## config.mk

```make
export PLATFORM = sky130hd
export DESIGN_NAME = d_mem_arbiter_flat
export DESIGN_NICKNAME = d
export VERILOG_FILES = /design/src/rtl/d_mem_pkg.sv /design/src/rtl/d_mem_arbiter_if.sv /design/src/rtl/d_mem_arbiter_rr_arbiter2.sv /design/src/rtl/d_mem_arbiter.sv /design/src/flat_wrapper.sv
export SDC_FILE = /design/constraint.sdc
export NUM_CORES = 1
export LEC_CHECK = 0
export CAP_MARGIN = 15
export CORE_AREA = 8 8 116 118
export DETAILED_ROUTE_END_ITERATION = 7
export DIE_AREA = 0 0 124 126
export SYNTH_ARGS = -nofsm -noshare
export SYNTH_HDL_FRONTEND = slang
export SYNTH_SLANG_ARGS = --single-unit
```

## constraint.sdc

```tcl
create_clock -name clk -period 5.8 [get_ports clk]
set_input_delay 1.74 -clock clk [delete_from_list [all_inputs] [get_ports clk]]
set_output_delay 1.74 -clock clk [all_outputs]
set_load 0.02 [all_outputs]
```

## src/rtl/d_mem_pkg.sv

```systemverilog
// d_mem_pkg: shared definitions for the data-memory arbiter.
//   - Access size encodings carried on req/mem size fields.
//   - Requester IDs (also used as grant-vector bit positions).
//   - Response pipeline record registered between grant and response.
//   - access_err(): rejection check applied to the granted request.
package d_mem_pkg;

  localparam logic [1:0] SIZE_BYTE = 2'b00;
  localparam logic [1:0] SIZE_HALF = 2'b01;
  localparam logic [1:0] SIZE_WORD = 2'b10;

  localparam logic REQ_CORE = 1'b0;
  localparam logic REQ_DBG  = 1'b1;

  // One-deep record of what was granted, used to route the response
  // that appears in the following cycle.
  typedef struct packed {
    logic valid;
    logic owner;
    logic err;
    logic is_load;
  } resp_pipe_t;

  // Illegal size, misalignment for the size, or address past the end of
  // memory all reject the access.
  function automatic logic access_err(input logic [1:0]  size,
                                      input logic [31:0] addr,
                                      input logic [31:0] mem_bytes);
    logic bad;
    bad = 1'b0;
    case (size)
      SIZE_BYTE: bad = 1'b0;
      SIZE_HALF: bad = addr[0];
      SIZE_WORD: bad = |addr[1:0];
      default:   bad = 1'b1;
    endcase
    if (addr >= mem_bytes) begin
      bad = 1'b1;
    end
    return bad;
  endfunction

endpackage

```

## src/rtl/d_mem_arbiter_if.sv

```systemverilog
// Bus interfaces for the data-memory arbiter.
//   d_mem_req_if  : one requester's request/response channel.
//                   master = requester, slave = arbiter.
//                   valid/write/addr/wdata/size/is_unsigned -> arbiter,
//                   ready/resp_valid/resp_rdata/resp_err -> requester.
//   d_mem_port_if : single d_mem port.
//                   master = arbiter, slave = memory.
//                   en_write/en_read/addr/din/size/is_unsigned -> memory,
//                   dout -> arbiter (valid the cycle after en_read).
interface d_mem_req_if;
  logic        valid;
  logic        ready;
  logic        write;
  logic [31:0] addr;
  logic [31:0] wdata;
  logic [1:0]  size;
  logic        is_unsigned;
  logic        resp_valid;
  logic [31:0] resp_rdata;
  logic        resp_err;

  modport master (
    output valid, write, addr, wdata, size, is_unsigned,
    input  ready, resp_valid, resp_rdata, resp_err
  );

  modport slave (
    input  valid, write, addr, wdata, size, is_unsigned,
    output ready, resp_valid, resp_rdata, resp_err
  );
endinterface

interface d_mem_port_if;
  logic        en_write;
  logic        en_read;
  logic [31:0] addr;
  logic [31:0] din;
  logic [1:0]  size;
  logic        is_unsigned;
  logic [31:0] dout;

  modport master (
    output en_write, en_read, addr, din, size, is_unsigned,
    input  dout
  );

  modport slave (
    input  en_write, en_read, addr, din, size, is_unsigned,
    output dout
  );
endinterface

```

## src/rtl/d_mem_arbiter_rr_arbiter2.sv

```systemverilog
// rr_arbiter2: two-input round-robin grant.
//   clk, rst : clock, synchronous active-high reset.
//   req[1:0] : request lines (bit = requester ID).
//   grant    : one-hot (or zero) grant, combinational from req.
// On a tie the requester that did not win last time is granted. The
// pointer resets to REQ_DBG so the core wins the first tie.
module rr_arbiter2
  import d_mem_pkg::*;
(
  input  logic       clk,
  input  logic       rst,
  input  logic [1:0] req,
  output logic [1:0] grant
);

  logic last_grant_reg;

  always_comb begin
    grant = 2'b00;
    // No grants while reset is held, even if requests are present.
    if (!rst) begin
      case (req)
        2'b01:   grant = 2'b01;
        2'b10:   grant = 2'b10;
        2'b11:   grant = (last_grant_reg == REQ_DBG) ? 2'b01 : 2'b10;
        default: grant = 2'b00;
      endcase
    end
  end

  always_ff @(posedge clk) begin
    if (rst) begin
      last_grant_reg <= REQ_DBG;
    end else if (|grant) begin
      last_grant_reg <= grant[REQ_DBG];
    end
  end

endmodule

```

## src/rtl/d_mem_arbiter.sv

```systemverilog
// d_mem_arbiter: arbitrates the core (r0) and debug/loader (r1)
// requesters onto one d_mem port.
//   clk, rst : clock, synchronous active-high reset.
//   r0, r1   : requester channels (d_mem_req_if.slave).
//   mem      : memory port (d_mem_port_if.master).
// A granted request drives the memory command in the same cycle; its
// response (load data from the memory's registered read, or error)
// is returned to the owner in the next cycle. Rejected accesses take
// the grant slot but never enable the memory.
module d_mem_arbiter
  import d_mem_pkg::*;
#(
  parameter int unsigned MEM_BYTES = 4096
) (
  input  logic          clk,
  input  logic          rst,
  d_mem_req_if.slave    r0,
  d_mem_req_if.slave    r1,
  d_mem_port_if.master  mem
);

  logic [1:0]  grant;
  logic        any_grant;
  logic        sel;
  logic        req_write;
  logic [31:0] req_addr;
  logic [31:0] req_wdata;
  logic [1:0]  req_size;
  logic        req_unsigned;
  logic        req_err;
  resp_pipe_t  resp_next;
  resp_pipe_t  resp_reg;
  logic        resp_live;
  logic        resp_data_ok;

  rr_arbiter2 u_rr (
    .clk   (clk),
    .rst   (rst),
    .req   ({r1.valid, r0.valid}),
    .grant (grant)
  );

  assign r0.ready = grant[REQ_CORE];
  assign r1.ready = grant[REQ_DBG];

  // Payload of whichever requester holds the grant.
  always_comb begin
    any_grant    = |grant;
    sel          = grant[REQ_DBG];
    req_write    = sel ? r1.write       : r0.write;
    req_addr     = sel ? r1.addr        : r0.addr;
    req_wdata    = sel ? r1.wdata       : r0.wdata;
    req_size     = sel ? r1.size        : r0.size;
    req_unsigned = sel ? r1.is_unsigned : r0.is_unsigned;
    req_err      = access_err(req_size, req_addr, 32'(MEM_BYTES));
  end

  // Memory command is zero whenever nothing is granted.
  assign mem.en_write    = any_grant &&  req_write && !req_err;
  assign mem.en_read     = any_grant && !req_write && !req_err;
  assign mem.addr        = any_grant ? req_addr     : 32'h0;
  assign mem.din         = any_grant ? req_wdata    : 32'h0;
  assign mem.size        = any_grant ? req_size     : 2'b00;
  assign mem.is_unsigned = any_grant ? req_unsigned : 1'b0;

  always_comb begin
    resp_next = '0;
    if (any_grant) begin
      resp_next.valid   = 1'b1;
      resp_next.owner   = sel;
      resp_next.err     = req_err;
      resp_next.is_load = !req_write;
    end
  end

  always_ff @(posedge clk) begin
    if (rst) begin
      resp_reg <= '0;
    end else begin
      resp_reg <= resp_next;
    end
  end

  // A response registered just before reset asserts is dropped.
  assign resp_live    = resp_reg.valid && !rst;
  assign resp_data_ok = resp_live && resp_reg.is_load && !resp_reg.err;

  assign r0.resp_valid = resp_live && (resp_reg.owner == REQ_CORE);
  assign r1.resp_valid = resp_live && (resp_reg.owner == REQ_DBG);
  assign r0.resp_err   = r0.resp_valid && resp_reg.err;
  assign r1.resp_err   = r1.resp_valid && resp_reg.err;
  assign r0.resp_rdata = (resp_data_ok && resp_reg.owner == REQ_CORE) ? mem.dout : 32'h0;
  assign r1.resp_rdata = (resp_data_ok && resp_reg.owner == REQ_DBG)  ? mem.dout : 32'h0;

endmodule

```

## src/flat_wrapper.sv

```systemverilog
// flat-port wrapper written by rule: the top's interface ports become plain ports
module d_mem_arbiter_flat import d_mem_pkg::*;
#(
  parameter int unsigned MEM_BYTES = 4096
)
  (clk, rst, r0_valid, r0_write, r0_addr, r0_wdata, r0_size, r0_is_unsigned, r0_ready, r0_resp_valid, r0_resp_rdata, r0_resp_err, r1_valid, r1_write, r1_addr, r1_wdata, r1_size, r1_is_unsigned, r1_ready, r1_resp_valid, r1_resp_rdata, r1_resp_err, mem_en_write, mem_en_read, mem_addr, mem_din, mem_size, mem_is_unsigned, mem_dout);
  d_mem_req_if r0_i ();
  d_mem_req_if r1_i ();
  d_mem_port_if mem_i ();
  input  logic clk;
  input  logic rst;
  input wire logic [$bits(r0_i.valid)-1:0] r0_valid;
  input wire logic [$bits(r0_i.write)-1:0] r0_write;
  input wire logic [$bits(r0_i.addr)-1:0] r0_addr;
  input wire logic [$bits(r0_i.wdata)-1:0] r0_wdata;
  input wire logic [$bits(r0_i.size)-1:0] r0_size;
  input wire logic [$bits(r0_i.is_unsigned)-1:0] r0_is_unsigned;
  output wire logic [$bits(r0_i.ready)-1:0] r0_ready;
  output wire logic [$bits(r0_i.resp_valid)-1:0] r0_resp_valid;
  output wire logic [$bits(r0_i.resp_rdata)-1:0] r0_resp_rdata;
  output wire logic [$bits(r0_i.resp_err)-1:0] r0_resp_err;
  input wire logic [$bits(r1_i.valid)-1:0] r1_valid;
  input wire logic [$bits(r1_i.write)-1:0] r1_write;
  input wire logic [$bits(r1_i.addr)-1:0] r1_addr;
  input wire logic [$bits(r1_i.wdata)-1:0] r1_wdata;
  input wire logic [$bits(r1_i.size)-1:0] r1_size;
  input wire logic [$bits(r1_i.is_unsigned)-1:0] r1_is_unsigned;
  output wire logic [$bits(r1_i.ready)-1:0] r1_ready;
  output wire logic [$bits(r1_i.resp_valid)-1:0] r1_resp_valid;
  output wire logic [$bits(r1_i.resp_rdata)-1:0] r1_resp_rdata;
  output wire logic [$bits(r1_i.resp_err)-1:0] r1_resp_err;
  output wire logic [$bits(mem_i.en_write)-1:0] mem_en_write;
  output wire logic [$bits(mem_i.en_read)-1:0] mem_en_read;
  output wire logic [$bits(mem_i.addr)-1:0] mem_addr;
  output wire logic [$bits(mem_i.din)-1:0] mem_din;
  output wire logic [$bits(mem_i.size)-1:0] mem_size;
  output wire logic [$bits(mem_i.is_unsigned)-1:0] mem_is_unsigned;
  input wire logic [$bits(mem_i.dout)-1:0] mem_dout;
  assign r0_i.valid = r0_valid;
  assign r0_i.write = r0_write;
  assign r0_i.addr = r0_addr;
  assign r0_i.wdata = r0_wdata;
  assign r0_i.size = r0_size;
  assign r0_i.is_unsigned = r0_is_unsigned;
  assign r0_ready = r0_i.ready;
  assign r0_resp_valid = r0_i.resp_valid;
  assign r0_resp_rdata = r0_i.resp_rdata;
  assign r0_resp_err = r0_i.resp_err;
  assign r1_i.valid = r1_valid;
  assign r1_i.write = r1_write;
  assign r1_i.addr = r1_addr;
  assign r1_i.wdata = r1_wdata;
  assign r1_i.size = r1_size;
  assign r1_i.is_unsigned = r1_is_unsigned;
  assign r1_ready = r1_i.ready;
  assign r1_resp_valid = r1_i.resp_valid;
  assign r1_resp_rdata = r1_i.resp_rdata;
  assign r1_resp_err = r1_i.resp_err;
  assign mem_en_write = mem_i.en_write;
  assign mem_en_read = mem_i.en_read;
  assign mem_addr = mem_i.addr;
  assign mem_din = mem_i.din;
  assign mem_size = mem_i.size;
  assign mem_is_unsigned = mem_i.is_unsigned;
  assign mem_i.dout = mem_dout;
  d_mem_arbiter #(.MEM_BYTES(MEM_BYTES)) u_core (.clk(clk), .rst(rst), .r0(r0_i), .r1(r1_i), .mem(mem_i));
endmodule
```

==> results.py, run 1 <==
metrics = {
    "status": {
        "status": "complete, no violations",
    },
    "synthesis": {
        "seq_area_frac_synth_pct": 6.73,
        "netlist_area_sq_um": 1490,
        "synthAdderAreaFrac_pct": 0,
        "yosysTopAreaCellShare_pct": 38.9,
        "synthCells": 202,
        "ys_warn_count": 0,
        "ys_top_cells_by_area": "a22o_1, and2_1, dfxtp_1, clkbuf_1, nor4_1",
        "yosys.area_share.simple_pct": 42.0,
        "synth_top_family_by_area": "compound AO/OA/AOI/OAI gates",
        "synth_xor_xnor_area_share_pct": 0,
        "synth_mux_area_share_pct": 0.673,
        "synth.net_count": 374,
        "synth-compound-area-share_pct": 44.4,
        "yosys.area.top_type": "a22o_1",
        "avgSynthCellArea_sq_um": 7.36,
        "synth.distinct_cells": 29,
        "synth_seq_cells": 5,
    },
    "setup_path": {
        "ff2ff_setup_slack_ps": 4390,
        "worstSetupStartpointType": "input port",
        "r2r_start": "u_core.u_rr.last_grant_reg",
        "required_ps": 4060,
        "path_class": "input port to output port",
        "path_cells": "clkdlybuf4s50_1 > or4_4 > nor4_4 > o211ai_2 > a21oi_2 > clkdlybuf4s50_1",
        "worst-r2r-cell-count": 5,
        "critPathCaptureType": "output port",
        "arrival_ps": 3980,
        "crit_top_cell": "clkdlybuf4s50_1",
        "worstPathMaxFanout": 4,
        "critPathMaxStageDelay_ps": 620,
        "slowest_stage": "clkdlybuf4s50_1",
        "r2r-end": "u_core.resp_reg[1]",
    },
    "sta": {
        "timing.final.crit_share_pct": 98.7,
        "grt_setup_unrepaired": "false",
        "hold_slack_ps": 534,
        "slew_violations": 0,
        "fin_skew_ps": 0.134,
        "worst_pin_slew_ps": 502,
        "finalHoldViolCount": 0,
        "clock.fmax_ghz": 0.175,
        "fin_setup_tns_ps": 0,
        "setup_viol": 0,
        "slew_headroom_pct": 66.2,
        "finalCriticalPeriod_ps": 5720,
    },
    "floorplan": {
        "row_count": 40,
        "die_x_microns": 124,
        "core_sq_um": 11700,
        "start_util_pct": 12.7,
        "die_area_sq_um": 15600,
        "ios": 311,
        "die_h_microns": 126,
    },
    "finish": {
        "largest_reg_flops": 4,
        "nFillCells": 1197,
        "syn2layout_area_growth_pct": 228,
        "layout.nets": 676,
        "regArea_sq_um": 100,
        "drive_gt1_share_pct": 3.78,
        "multi_input_area_sq_um": 1290,
    },
    "route": {
        "route.detailed.drc": 0,
        "via_count": 2881,
        "wl_per_cell_microns": 20.5,
        "drtIter0Drc": 79,
        "viasPerCell": 4.42,
        "first_pass_iters": 4,
        "wl_microns": 13300,
        "ant_nets": 0,
    },
    "clocking": {
        "htreeDepth": 1,
        "root_buffer": "clkbuf_16",
        "clk_latency_ps": 220,
        "cts_tree": "yes",
        "cts_made_buffers": 3,
        "cts.clk_slew.worst_paths_ps": 30,
        "cts_max_path_buffers": 2,
        "clock-sinks": 5,
        "cts_setup_buffers": 0,
    },
    "grt": {
        "antenna_found_initial": 2,
        "grt.total_usage_pct": 14.9,
        "grt_pass1_wl_microns": 17900,
        "grt_max_degree": 69,
        "grt_pass1_vias": 3039,
        "gr-total-overflow": 0,
    },
    "power": {
        "irDropWorstVdd_mv": 0.0626,
        "leakage_uw": 0.00188,
        "power_density_nw_per_um2": 95.1,
    },
    "hold_path": {
        "hold_class": "flip-flop to flip-flop",
        "whs_path_depth": 2,
        "worstHoldStart": "u_core.u_rr.last_grant_reg",
        "hold_path_end": "u_core.u_rr.last_grant_reg",
    },
    "placement": {
        "port_buffers": 310,
        "gp_congestion": 0.803,
        "dp_hpwl_microns": 11900,
    },
    "flow_run": {
        "maxCapViolCount": 0,
    },
}
==> cell usage in the layout (no fill, tap or decap), types with 2 or more instances in the layout <==
master	n
nand2_1	6
diode_2	2
and2_1	66
a22o_1	66
clkdlybuf4s50_1	309
and3b_1	3
nor3_1	3
inv_2	2
nand2b_1	2
clkbuf_16	3
dfxtp_1	5
o21a_1	2
a21oi_1	2
nor4_1	8
buf_12	4
o21ai_0	2
buf_4	3
==> worst max-delay path by stage <==
stage / slack [ps] / from / endpoint / cells past startpoint
2_1_floorplan: 940 / rst / r0_resp_rdata[10] / 4
3_3_place_gp: 110 / r1_addr[29] / mem_en_write / 6
3_5_place_dp: 70 / r1_addr[29] / mem_en_write / 6
4_1_cts: 70 / r1_addr[29] / mem_en_write / 6
5_1_grt: 6 / r1_addr[15] / mem_en_write / 6
6_report: 80 / r1_addr[29] / mem_en_write / 6
==> through the flow <==
step / setup WS, ps / area, sq um / util [%] / power, uW / instances
floorplan: 943 / 1490 / - / 141 / 202
global placement: 108 / 4790 / 40.9 / 352 / 646
detailed placement: 68.7 / 4790 / 40.9 / 354 / 646
CTS: 70.8 / 4870 / 41.6 / 469 / 650
global route: 6.06 / 4880 / 41.7 / 487 / 652
finish: 77.0 / 4880 / 41.7 / 464 / 652
==> worst max-delay path, delay by kind of cell <==
kind / cells / cell delay (ps)
buffers and inverters: 2 / 1050
AO/OA/AOI/OAI: 2 / 280
AND/OR/NAND/NOR: 2 / 910
==> power by group <==
part	internal, uW	total (uW)	switching, uW	leakage, uW
clock network	90.0	112	21.8	0.0000409
logic	191	314	123	0.00179
registers	37.3	38.6	1.30	0.0000417
==> final cells by class <==
| type | instances | share of cell area (%) |
|---|---|---|
| Inverter | 3 | 0.231 |
| Antenna cell | 2 | 0.103 |
| Clock inverter | 1 | 0.103 |
| Multi-Input combinational cell | 174 | 26.5 |
| Clock buffer | 3 | 1.54 |
| Sequential cell | 5 | 2.05 |
| Timing Repair Buffer | 317 | 65.7 |
| Tap cell | 147 | 3.77 |
==> metal layers <==
layer	share of wire (%)	global-route usage (%)	wire length, microns	vias up
met4	0.59	2.45	79	0
met5	0	0	0	-
met1	34	13.6	4500	1294
met3	13	7.06	1750	10
li1	-	-	-	1377
met2	53	29.0	7010	200
==> logic make-up after synthesis <==
family / Yosys count
buffers and inverters: 23
multiplexers: 1
AO/OA/AOI/OAI: 77
AND/OR/NAND/NOR: 96
flip-flops: 5
==> Yosys cell counts, drive strengths merged <==
| master | number |
|---|---|
| a21oi | 3 |
| a221oi | 1 |
| a22o | 67 |
| and2 | 66 |
| and3b | 3 |
| buf | 5 |
| clkbuf | 15 |
| clkinv | 2 |
| dfxtp | 5 |
| inv | 1 |
| mux2i | 1 |
| nand2 | 6 |
| nand2b | 2 |
| nand3b | 2 |
| nor2 | 1 |
| nor2b | 1 |
| nor3 | 3 |
| nor3b | 1 |
| nor4 | 9 |
| o211ai | 1 |
| o21a | 2 |
| o21ai | 2 |
| o22ai | 1 |
| or4 | 2 |
==> timing repair <==
action,in CTS,in global routing
resized for setup,0,1
endpoints found under the setup margin,0,1
hold buffers,0,0
Power figures use the tool's default switching activity.
==> inputs of run 2 (changes only) <==
Settings changed: GPL_TIMING_DRIVEN from default to 0, REMOVE_ABC_BUFFERS from default to 1.
==> run 2 against run 1 <==
Against the previous run:
- die area unchanged
- sequential power about the same
- critical path type unchanged
- utilization shrank 0.66 points
- critical endpoint unchanged
==> results.py, run 2 (same netlist as run 1, synthesis figures left out) <==
metrics = {
    "placement": {
        "dp_slack_ps": -890,
        "placed_area_sq_um": 4690,
        "dp_hpwl_microns": 11400,
        "gp_congestion": 0.819,
        "port_buffers": 310,
    },
    "setup_path": {
        "worstPathMaxFanout": 69,
        "crit_end": "mem_en_write",
        "r2r-end": "u_core.resp_reg[1]",
        "r2r_start": "u_core.u_rr.last_grant_reg",
        "ff2ff_setup_slack_ps": 4160,
        "worst-r2r-cell-count": 6,
        "critPathMaxStageDelay_ps": 550,
        "worstSetupStartpointType": "input port",
        "cp-startpoint": "rst",
        "path_cells": "clkdlybuf4s50_1 > nand3b_4 > clkinv_8 > nor3_2 > o211ai_2 > a21oi_2 > dlygate4sd2_1",
        "required_ps": 4060,
        "slowest_stage": "clkdlybuf4s50_1",
        "critPathCaptureType": "output port",
        "path_class": "input port to output port",
        "arrival_ps": 3910,
    },
    "clocking": {
        "cts_max_path_buffers": 2,
        "root_buffer": "clkbuf_16",
        "clock-sinks": 5,
        "cts_made_buffers": 3,
        "postCtsHoldBufs": 0,
        "cts.clk_slew.worst_paths_ps": 30,
        "clk_latency_ps": 220,
        "htreeDepth": 1,
        "cts_tree": "yes",
    },
    "sta": {
        "fin_ws_ps": 154,
        "timing.final.crit_share_pct": 97.4,
        "hold_slack_ps": 522,
        "slew_headroom_pct": 71.3,
        "finalCriticalPeriod_ps": 5650,
        "fin_setup_tns_ps": 0,
        "grt_setup_unrepaired": "false",
        "setup_viol": 0,
        "clock.fmax_ghz": 0.177,
        "worst_pin_slew_ps": 431,
        "finalHoldViolCount": 0,
        "slew_violations": 0,
        "fin_skew_ps": 0.656,
    },
    "power": {
        "p_sw_uw": 143,
        "p_int_uw": 316,
        "pwr-share-seq_pct": 8.4,
        "irDropWorstVdd_mv": 0.0880,
        "power_uw": 460,
        "switching_share_pct": 31.2,
        "comb_power_share_pct": 67.3,
        "pwr-share-clk_pct": 24.4,
        "power_density_nw_per_um2": 95.7,
        "leakage_uw": 0.00183,
    },
    "grt": {
        "grt.total_usage_pct": 15.1,
        "grt_pass1_wl_microns": 18300,
        "grt_max_degree": 70,
        "antenna_found_initial": 0,
        "gr-total-overflow": 0,
        "grt_pass1_vias": 3137,
    },
    "flow_run": {
        "maxCapViolCount": 0,
    },
    "floorplan": {
        "start_util_pct": 12.7,
        "row_count": 40,
        "die_x_microns": 124,
        "core_sq_um": 11700,
        "die_h_microns": 126,
        "ios": 311,
        "die_area_sq_um": 15600,
    },
    "route": {
        "wl_per_cell_microns": 20.4,
        "route.detailed.drc": 0,
        "via_count": 2854,
        "drtIter0Drc": 54,
        "first_pass_iters": 4,
        "ant_nets": 0,
        "viasPerCell": 4.43,
        "wl_microns": 13100,
    },
    "finish": {
        "drive_gt1_share_pct": 2.82,
        "layout_commonest_cell": "clkdlybuf4s50_1",
        "largest_reg_flops": 4,
        "syn2layout_area_growth_pct": 223,
        "layout.nets": 669,
        "finalInstanceArea_sq_um": 4800,
        "layout_common_cells": "clkdlybuf4s50_1, a22o_1, and2_1",
    },
    "status": {
        "status": "complete, no violations",
    },
    "hold_path": {
        "hold_class": "flip-flop to flip-flop",
    },
}
[run 2: cell count changes in the layout (fill, tap and decap cells not counted), sizes merged]
cell,delta
buf,-7
bufinv,+1
clkbuf,+1
clkdlybuf4s50,-1
diode,-1
dlygate4sd2,+2
dlymetal6s2s,-1
inv,-2
[run 2: per-stage QoR]
stage,utilization (%),instances
final,41.0,644
after CTS,40.9,643
after detailed placement,40.1,639
after global placement,40.1,639
after global routing,41.0,643
after floorplan,-,182
[run 2: layer usage]
layer	track usage, %	part of all wire (%)	routed length (microns)
met4	2.38	0.58	76
met3	7.64	16	2050
met5	0	0	0
met1	14.0	34	4400
met2	28.7	50	6600
[run 2: cell type report]
cell class              count  area [sq um]
diodes                      1          2.50
clock buffers               4          78.8
fillers                  1215          6910
inverters                   3          37.5
multi-input cells         174          1300
flip-flops and latches      5           100
well taps                 147           184
repair buffers            310          3100
[run 2: what timing repair did]
| action | in CTS | in global routing |
|---|---|---|
| setup endpoints to repair | 134 | 20 |
| setup buffers | 0 | 0 |
| gates resized for setup | 8 | 1 |
[run 2: worst min-delay path by stage]
stage | from | slack (ps) | cells past startpoint | endpoint
6_report | u_core.u_rr.last_grant_reg | 520 | 2 | u_core.u_rr.last_grant_reg
5_1_grt | u_core.u_rr.last_grant_reg | 560 | 2 | u_core.u_rr.last_grant_reg
4_1_cts | u_core.u_rr.last_grant_reg | 520 | 2 | u_core.u_rr.last_grant_reg
3_5_place_dp | u_core.u_rr.last_grant_reg | 500 | 2 | u_core.u_rr.last_grant_reg
3_3_place_gp | u_core.u_rr.last_grant_reg | 510 | 2 | u_core.u_rr.last_grant_reg
2_1_floorplan | u_core.u_rr.last_grant_reg | 470 | 2 | u_core.u_rr.last_grant_reg
[run 2: power groups by stage]
stage / logic, uW / clock network, uW / registers (uW)
finish: 309 / 112 / 38.5
global route: 327 / 118 / 38.8
CTS: 311 / 114 / 38.5
detailed placement: 308 / 0 / 39.0
global placement: 309 / 0 / 38.9
floorplan: 99.7 / 0 / 38.6
[run 2: worst max-delay path, delay by kind of cell]
kind,cells,cell delay [ps]
buffers and inverters,3,1210
AND/OR/NAND/NOR,2,620
AO/OA/AOI/OAI,2,270
